**src/rtl/bu_pipe_if.sv**
```systemverilog
// Handshake and operand/result bundle for the branch resolution unit.
// master = producer/consumer side (front end and bench), slave = bu_pipe.
interface bu_pipe_if #(
    parameter int XLEN  = 32,
    parameter int CNT_W = 32
);
    logic             valid_i;
    logic             ready_o;
    logic [7:0]       cmd_i;
    logic [XLEN-1:0]  rs1_data_i;
    logic [XLEN-1:0]  rs2_data_i;
    logic [XLEN-1:0]  immediat_i;
    logic [XLEN-1:0]  pc_data_i;
    logic             pred_taken_i;
    logic [XLEN-1:0]  pred_target_i;
    logic             flush_i;
    logic             valid_o;
    logic             ready_i;
    logic             taken_o;
    logic             redirect_o;
    logic [XLEN-1:0]  pc_nxt_o;
    logic [XLEN-1:0]  data_o;
    logic             exc_misalign_o;
    logic             stat_clr_i;
    logic [CNT_W-1:0] stat_br_o;
    logic [CNT_W-1:0] stat_mp_o;

    modport master (
        output valid_i, cmd_i, rs1_data_i, rs2_data_i, immediat_i, pc_data_i,
               pred_taken_i, pred_target_i, flush_i, ready_i, stat_clr_i,
        input  ready_o, valid_o, taken_o, redirect_o, pc_nxt_o, data_o,
               exc_misalign_o, stat_br_o, stat_mp_o
    );

    modport slave (
        input  valid_i, cmd_i, rs1_data_i, rs2_data_i, immediat_i, pc_data_i,
               pred_taken_i, pred_target_i, flush_i, ready_i, stat_clr_i,
        output ready_o, valid_o, taken_o, redirect_o, pc_nxt_o, data_o,
               exc_misalign_o, stat_br_o, stat_mp_o
    );
endinterface

```
**src/rtl/bu_pipe.sv**
```systemverilog
// Pipelined branch resolution unit: resolves branches/JAL/JALR, flags mispredicts.
// Optional target misalignment exception enabled by defining BU_MISALIGN_CHECK_EN.
module bu_pipe #(
    parameter int XLEN  = 32,
    parameter int CNT_W = 32
) (
    input  logic       clk,
    input  logic       rst,
    bu_pipe_if.slave   bus
);

    localparam logic [XLEN-1:0] PC_STEP  = XLEN'(4);
    localparam logic [XLEN-1:0] LSB_MASK = {{(XLEN-1){1'b1}}, 1'b0};

    function automatic logic less_than(input logic signed [XLEN:0] a,
                                       input logic signed [XLEN:0] b);
        logic signed [XLEN:0] d;
        d = a - b;
        return d[XLEN];
    endfunction

    function automatic logic [CNT_W-1:0] sat_inc(input logic [CNT_W-1:0] cnt);
        return (&cnt) ? cnt : cnt + CNT_W'(1);
    endfunction

    logic                   signed_cmp_p0;
    logic signed [XLEN:0]   op_a_p0, op_b_p0;
    logic                   lt_p0, eq_p0, taken_p0, redir_p0, mis_p0, is_jalr_p0;
    logic [XLEN-1:0]        target_p0, link_p0, pc_nxt_p0, data_p0;
    logic                   accept_p0, handoff;

    // Stage p0: combinational resolve of the presented op
    always_comb begin
        signed_cmp_p0 = bus.cmd_i[2] | bus.cmd_i[3];
        op_a_p0 = signed_cmp_p0 ? {bus.rs1_data_i[XLEN-1], bus.rs1_data_i}
                                : {1'b0, bus.rs1_data_i};
        op_b_p0 = signed_cmp_p0 ? {bus.rs2_data_i[XLEN-1], bus.rs2_data_i}
                                : {1'b0, bus.rs2_data_i};
        lt_p0 = less_than(op_a_p0, op_b_p0);
        eq_p0 = ~|(bus.rs1_data_i ^ bus.rs2_data_i);

        taken_p0 = 1'b0;
        case (bus.cmd_i)
            8'h01:        taken_p0 = eq_p0;
            8'h02:        taken_p0 = ~eq_p0;
            8'h04, 8'h10: taken_p0 = lt_p0;
            8'h08, 8'h20: taken_p0 = ~lt_p0;
            8'h40, 8'h80: taken_p0 = 1'b1;
            default:      taken_p0 = 1'b0;
        endcase

        is_jalr_p0 = (bus.cmd_i == 8'h80);
        target_p0  = is_jalr_p0 ? ((bus.rs1_data_i + bus.immediat_i) & LSB_MASK)
                                : (bus.pc_data_i + bus.immediat_i);
        link_p0    = bus.pc_data_i + PC_STEP;
        pc_nxt_p0  = taken_p0 ? target_p0 : link_p0;
        data_p0    = (bus.cmd_i == 8'h40 || is_jalr_p0) ? link_p0 : '0;
        redir_p0   = (taken_p0 != bus.pred_taken_i) |
                     (taken_p0 & (target_p0 != bus.pred_target_i));
`ifdef BU_MISALIGN_CHECK_EN
        mis_p0     = taken_p0 & (target_p0[1:0] != 2'b00);
        // A misaligned target traps instead of refetching
        if (mis_p0) redir_p0 = 1'b0;
`else
        mis_p0     = 1'b0;
`endif
    end

    logic             vld_p1, taken_p1, redir_p1, mis_p1;
    logic [XLEN-1:0]  pc_nxt_p1, data_p1;
    logic [CNT_W-1:0] stat_br_p1, stat_mp_p1;

    assign bus.ready_o = ~bus.flush_i & (~vld_p1 | bus.ready_i);
    assign accept_p0   = bus.valid_i & bus.ready_o;
    assign handoff     = vld_p1 & bus.ready_i & ~bus.flush_i;

    // Stage p1: output register
    always_ff @(posedge clk or posedge rst) begin
        if (rst) begin
            vld_p1    <= 1'b0;
            taken_p1  <= 1'b0;
            redir_p1  <= 1'b0;
            mis_p1    <= 1'b0;
            pc_nxt_p1 <= '0;
            data_p1   <= '0;
        end else if (bus.flush_i) begin
            vld_p1    <= 1'b0;
        end else if (accept_p0) begin
            vld_p1    <= 1'b1;
            taken_p1  <= taken_p0;
            redir_p1  <= redir_p0;
            mis_p1    <= mis_p0;
            pc_nxt_p1 <= pc_nxt_p0;
            data_p1   <= data_p0;
        end else if (bus.ready_i) begin
            vld_p1    <= 1'b0;
        end
    end

    always_ff @(posedge clk or posedge rst) begin
        if (rst) begin
            stat_br_p1 <= '0;
            stat_mp_p1 <= '0;
        end else if (bus.stat_clr_i) begin
            stat_br_p1 <= '0;
            stat_mp_p1 <= '0;
        end else if (handoff) begin
            stat_br_p1 <= sat_inc(stat_br_p1);
            if (redir_p1) stat_mp_p1 <= sat_inc(stat_mp_p1);
        end
    end

    assign bus.valid_o    = vld_p1;
    assign bus.taken_o    = taken_p1;
    assign bus.redirect_o = vld_p1 & redir_p1;
    assign bus.pc_nxt_o   = pc_nxt_p1;
    assign bus.data_o     = data_p1;
    assign bus.stat_br_o  = stat_br_p1;
    assign bus.stat_mp_o  = stat_mp_p1;
`ifdef BU_MISALIGN_CHECK_EN
    assign bus.exc_misalign_o = vld_p1 & mis_p1;
`else
    assign bus.exc_misalign_o = 1'b0;
    logic unused_mis;
    assign unused_mis = mis_p1;
`endif

endmodule

```
**src/flat_wrapper.sv**
```systemverilog
// flat-port wrapper written by rule: the top's interface ports become plain ports
module bu_pipe_flat 
#(
    parameter int XLEN  = 32,
    parameter int CNT_W = 32
)
  (clk, rst, bus_valid_i, bus_cmd_i, bus_rs1_data_i, bus_rs2_data_i, bus_immediat_i, bus_pc_data_i, bus_pred_taken_i, bus_pred_target_i, bus_flush_i, bus_ready_i, bus_stat_clr_i, bus_ready_o, bus_valid_o, bus_taken_o, bus_redirect_o, bus_pc_nxt_o, bus_data_o, bus_exc_misalign_o, bus_stat_br_o, bus_stat_mp_o);
  bu_pipe_if #(.XLEN(XLEN), .CNT_W(CNT_W)) bus_i ();
  input  logic clk;
  input  logic rst;
  input wire logic [$bits(bus_i.valid_i)-1:0] bus_valid_i;
  input wire logic [$bits(bus_i.cmd_i)-1:0] bus_cmd_i;
  input wire logic [$bits(bus_i.rs1_data_i)-1:0] bus_rs1_data_i;
  input wire logic [$bits(bus_i.rs2_data_i)-1:0] bus_rs2_data_i;
  input wire logic [$bits(bus_i.immediat_i)-1:0] bus_immediat_i;
  input wire logic [$bits(bus_i.pc_data_i)-1:0] bus_pc_data_i;
  input wire logic [$bits(bus_i.pred_taken_i)-1:0] bus_pred_taken_i;
  input wire logic [$bits(bus_i.pred_target_i)-1:0] bus_pred_target_i;
  input wire logic [$bits(bus_i.flush_i)-1:0] bus_flush_i;
  input wire logic [$bits(bus_i.ready_i)-1:0] bus_ready_i;
  input wire logic [$bits(bus_i.stat_clr_i)-1:0] bus_stat_clr_i;
  output wire logic [$bits(bus_i.ready_o)-1:0] bus_ready_o;
  output wire logic [$bits(bus_i.valid_o)-1:0] bus_valid_o;
  output wire logic [$bits(bus_i.taken_o)-1:0] bus_taken_o;
  output wire logic [$bits(bus_i.redirect_o)-1:0] bus_redirect_o;
  output wire logic [$bits(bus_i.pc_nxt_o)-1:0] bus_pc_nxt_o;
  output wire logic [$bits(bus_i.data_o)-1:0] bus_data_o;
  output wire logic [$bits(bus_i.exc_misalign_o)-1:0] bus_exc_misalign_o;
  output wire logic [$bits(bus_i.stat_br_o)-1:0] bus_stat_br_o;
  output wire logic [$bits(bus_i.stat_mp_o)-1:0] bus_stat_mp_o;
  assign bus_i.valid_i = bus_valid_i;
  assign bus_i.cmd_i = bus_cmd_i;
  assign bus_i.rs1_data_i = bus_rs1_data_i;
  assign bus_i.rs2_data_i = bus_rs2_data_i;
  assign bus_i.immediat_i = bus_immediat_i;
  assign bus_i.pc_data_i = bus_pc_data_i;
  assign bus_i.pred_taken_i = bus_pred_taken_i;
  assign bus_i.pred_target_i = bus_pred_target_i;
  assign bus_i.flush_i = bus_flush_i;
  assign bus_i.ready_i = bus_ready_i;
  assign bus_i.stat_clr_i = bus_stat_clr_i;
  assign bus_ready_o = bus_i.ready_o;
  assign bus_valid_o = bus_i.valid_o;
  assign bus_taken_o = bus_i.taken_o;
  assign bus_redirect_o = bus_i.redirect_o;
  assign bus_pc_nxt_o = bus_i.pc_nxt_o;
  assign bus_data_o = bus_i.data_o;
  assign bus_exc_misalign_o = bus_i.exc_misalign_o;
  assign bus_stat_br_o = bus_i.stat_br_o;
  assign bus_stat_mp_o = bus_i.stat_mp_o;
  bu_pipe #(.XLEN(XLEN), .CNT_W(CNT_W)) u_core (.clk(clk), .rst(rst), .bus(bus_i));
endmodule
```
**config.mk**
```make
export PLATFORM = sky130hd
export DESIGN_NAME = bu_pipe_flat
export DESIGN_NICKNAME = d
export VERILOG_FILES = /design/src/rtl/bu_pipe_if.sv /design/src/rtl/bu_pipe.sv /design/src/flat_wrapper.sv
export SDC_FILE = /design/constraint.sdc
export NUM_CORES = 1
export LEC_CHECK = 0
export CAP_MARGIN = 20
export CORE_MARGIN = 3
export CORE_UTILIZATION = 47
export CTS_BUF_LIST = sky130_fd_sc_hd__clkbuf_8
export DETAILED_ROUTE_END_ITERATION = 10
export GPL_TIMING_DRIVEN = 0
export PLACE_DENSITY = 0.8
export SETUP_SLACK_MARGIN = 0.4
export SLEW_MARGIN = 20
export SYNTH_ARGS = -nofsm -noshare
export SYNTH_HDL_FRONTEND = slang
export SYNTH_SLANG_ARGS = --single-unit
```
**constraint.sdc**
```tcl
create_clock -name clk -period 4 [get_ports clk]
set_input_delay 0.8 -clock clk [delete_from_list [all_inputs] [get_ports clk]]
set_output_delay 0.8 -clock clk [all_outputs]
set_load 0.1 [all_outputs]
```
==> results of run 1 <==
## placed cells by master, fill, tap and decap left out, types with 6 or more instances in the layout
cell type	n
clkdlybuf4s50_1	243
nand2_1	191
dfrtp_1	131
nor2_1	130
xor2_1	101
o21ai_0	98
ha_1	79
a21oi_1	76
xnor2_1	55
nand3_1	54
buf_4	54
inv_1	48
nand4_1	40
a21o_1	39
and3_1	33
dlygate4sd2_1	32
clkbuf_1	31
nor3_1	25
clkbuf_2	25
o21ai_1	23
clkbuf_8	20
or3_1	18
mux2i_1	17
mux2_2	16
dlymetal6s2s_1	16
a21oi_2	15
o21a_1	13
ha_4	13
buf_6	11
and2_1	9
o211ai_1	9
nor2b_1	8
buf_2	8
a21oi_4	8
o31ai_1	7
a31oi_1	7
nor2_2	6
o21ai_2	6
## cell families (layout without fill, tap and decap cells)
family	after synthesis	count (layout)	synth area share [%]
buffers and inverters	128	520	4.29
DFF	131	131	26.9
and+or+nand+nor	572	572	22.5
AOI/OAI and AO/OA	385	385	20.4
xor gates and xnor gates	168	168	12.4
muxes	37	37	3.24
adders and majority gates	98	98	10.2
other	1	5	0.0308
## area by class of cell
type,instances,area share [%]
clock buffers,19,1.49
flip-flops and latches,131,18.7
plain buffers,75,2.43
clock inverters,13,1.04
repair buffers,360,20.1
multi-input cells,1261,52.6
diodes,4,0.0572
well taps,330,2.36
inverters,53,1.16
## timing repair
item / 4_1_cts / 5_1_grt
cloned: 0 / 1
endpoints found under the setup margin: 34 / 32
resized for setup: 192 / 168
pin swaps: 49 / 66
hold buffers: 0 / 0
setup buffers: 26 / 23
## critical path, stage by stage
cell      delay [ns]
buf_8           0.11
and2_4          0.15
fa_2            0.34
a21o_1          0.18
a221o_2         0.45
a32oi_4         0.34
buf_6           0.15
nand3_4         0.08
a221oi_4        0.33
xnor2_2         0.15
xor2_1          0.18
a21o_1          0.20
nor4_4          0.30
nand4_1         0.19
nor4_4          0.27
nor2_1          0.06
## registers in the layout, indices dropped and copies added (netlist names)
register and cells:
u_core.bus.data_o 32, u_core.bus.pc_nxt_o 32, u_core.bus.stat_br_o 32, u_core.bus.stat_mp_o 32, u_core.bus.taken_o 1, u_core.bus.valid_o 1
u_core.redir_p1 1
## report_power, final
group / total (mW) / internal, mW / switching, mW
sequential: 1.46 / 1.41 / 0.0590
combinational: 2.60 / 0.941 / 1.66
clock: 1.24 / 0.712 / 0.529
total: 5.30 / 3.06 / 2.24
## cells in the mapped netlist, types with 4 or more instances
library cell  number
xnor2_1           60
nand3_1           56
buf_2              4
o21bai_1           4
nor3b_1            4
a21oi_2            7
and4_1             6
nand2b_1           4
o211ai_1           9
o221ai_1           4
dfrtp_1          131
o21ai_0          124
buf_4              4
a21oi_1           92
a211oi_1           9
clkbuf_1          61
a31oi_1            9
and2_1            10
o21a_1            13
and3_1            34
or2_2              4
nor2b_1            9
nor4_1             6
nand2_1          194
xor2_1           105
nand4_1           40
o31ai_1            8
mux2i_1           18
a21o_1            39
a31o_2             6
or3_1             19
nor2_1           137
inv_1             53
nor3_1            29
mux2_2            19
o22ai_1            5
o2111ai_1          4
a22o_1             5
ha_1              96
## per-layer routing
layer | vias up | wire length [um] | global-route usage (%)
met1 | 6197 | 17600 | 37.4
met4 | 0 | 1730 | 11.7
met5 | - | 0 | 0
met2 | 687 | 21400 | 51.4
met3 | 113 | 3580 | 4.96
li1 | 6196 | - | -
## worst max path at each step
| stage | from | endpoint | slack [ns] | depth (start not counted) |
|---|---|---|---|---|
| detailed placement | bus_cmd_i[2] | u_core.redir_p1$_DFFE_PP0P_ | -1.12 | 13 |
| floorplan | bus_pc_data_i[0] | u_core.redir_p1$_DFFE_PP0P_ | 0.13 | 14 |
| global placement | bus_immediat_i[0] | u_core.redir_p1$_DFFE_PP0P_ | -1.07 | 15 |
| finish | bus_immediat_i[0] | u_core.redir_p1$_DFFE_PP0P_ | 0.03 | 16 |
| global route | bus_cmd_i[7] | u_core.redir_p1$_DFFE_PP0P_ | -0.05 | 15 |
| CTS | bus_pc_data_i[0] | u_core.redir_p1$_DFFE_PP0P_ | -0.01 | 15 |
## stage by stage
step | TNS (ns) | util [%] | cells | hold WS, ns
2_1_floorplan | 0 | - | 1520 | 0.510
3_3_place_gp | -19.40 | 61.9 | 2156 | 0.462
4_1_cts | -0.0147 | 66.8 | 2218 | 0.488
6_report | 0 | 69.1 | 2246 | 0.483
5_1_grt | -0.0499 | 69.1 | 2246 | 0.513
3_5_place_dp | -22.76 | 62.3 | 2160 | 0.469
==> impl_metrics.env, run 1 <==
export IMPL_hold_path_end="u_core.bus.data_o[22]$_DFFE_PP0P_"
export IMPL_rr_startpoint="u_core.bus.stat_mp_o[13]$_DFFE_PP0P_"
export IMPL_synth_seq_cells=131
export IMPL_ys_types=84
export IMPL_clock_sinks=131
export IMPL_grt_pass1_vias=12734
export IMPL_htree_levels=4
export IMPL_dpl_cell_area_sq_um=15800
export IMPL_tightest_slew_ns=1.06
export IMPL_dpl_hpwl_um=35700
export IMPL_clockBufferDepth=2
export IMPL_grt_max_degree=36
export IMPL_min_period_ns=3.97
export IMPL_core_sq_um=25300
export IMPL_max_vdd_ir_drop_uv=221
export IMPL_area_delta_synth_final_pct=43.7
export IMPL_finalPower_mw=5.30
export IMPL_fillCellCount=2000
export IMPL_hold_depth=2
export IMPL_synth_ff_type="dfrtp_1"
export IMPL_fin_ws_ns=0.0336
export IMPL_initial_core_util_pct=48.1
export IMPL_detail_route_antenna_nets=0
export IMPL_root_buffer="clkbuf_8"
export IMPL_setup_violations=0
export IMPL_gp_congestion=0.970
export IMPL_cap_violations=0
export IMPL_insertion_delay_ns=0.43
export IMPL_antenna_found_initial=4
export IMPL_r2r_slack_ns=0.83
export IMPL_p_leak_nw=7.68
export IMPL_multiInputGateArea_sq_um=9210
export IMPL_start_kind="input pin"
export IMPL_hold_start="u_core.bus.data_o[22]$_DFFE_PP0P_"
export IMPL_worst_r2r_endpoint="u_core.bus.stat_mp_o[26]$_DFFE_PP0P_"
export IMPL_crit_type="input pin to flip-flop"
export IMPL_synth_top_area_share_pct=26.9
export IMPL_numCtsBuffers=17
export IMPL_top_level_ports=308
export IMPL_register_area_sq_um=3280
export IMPL_synth_top_area_cell="dfrtp_1"
export IMPL_status="finished, final reports clean"
export IMPL_worst_hold_path_type="flip-flop to flip-flop"
export IMPL_drive_gt1_share_pct=16.0
export IMPL_place_ws_ns=-1.12
export IMPL_fin_skew_ns=0.0127
export IMPL_die_h_um=167
export IMPL_slew_viol_final=0
export IMPL_synth_seq_area_share_pct=26.9
export IMPL_yosys_warnings=0
export IMPL_viasPerCell=5.87
export IMPL_ys_async_sr_fraction_pct=100
export IMPL_dieArea_sq_um=27900
export IMPL_crit_required_ns=4.32
export IMPL_first_pass_iters=7
export IMPL_wirelength_um=44300
export IMPL_synth_edf_count=0
export IMPL_nNetsFinal=2172
export IMPL_die_w_um=167
export IMPL_port_buffers=306
export IMPL_vias=13193
export IMPL_synthCells=1520
export IMPL_cts_tree="built"
export IMPL_cts_clk_slew_worst_paths_ns=0.08
export IMPL_critPathArrivalTime_ns=4.29
export IMPL_final_area_sq_um=17500
export IMPL_wire_per_inst_um=19.7
export IMPL_syn_area_sq_um=12200
export IMPL_crit_fanout=4
export IMPL_clock_fmax_mhz=252
export IMPL_grt_pass1_wl_um=66900
export IMPL_synth_nets=1793
export IMPL_grt_remaining_overflow=0
export IMPL_cellPowerDensity_nw_per_um2=303
export IMPL_relSlewSlack_pct=29.0
export IMPL_hold_violations=0
export IMPL_drc=0
export IMPL_finalCritPeriodShare_pct=99.2
export IMPL_synth_area_top_cells="dfrtp_1 27%, ha_1 9.9%, xor2_1 7.6%, nand2_1 6.0%, o21ai_0 5.1%"
export IMPL_grt_usage_pct=29.8
export IMPL_num_rows=58
export IMPL_reg2reg_depth=12
export IMPL_avgSynthCellArea_sq_um=8.01
export IMPL_end_kind="flip-flop"
export IMPL_rsz0062_at_grt="true"
export IMPL_drt_iter0_markers=1138
No activity file was read; power rests on OpenSTA's default activity.
==> run 2, diff against run 1 <==
Settings changed: CAP_MARGIN 20 to not set.
==> results of run 2 <==
Same layout as run 1: the final DEF is identical, and so are final timing and power.
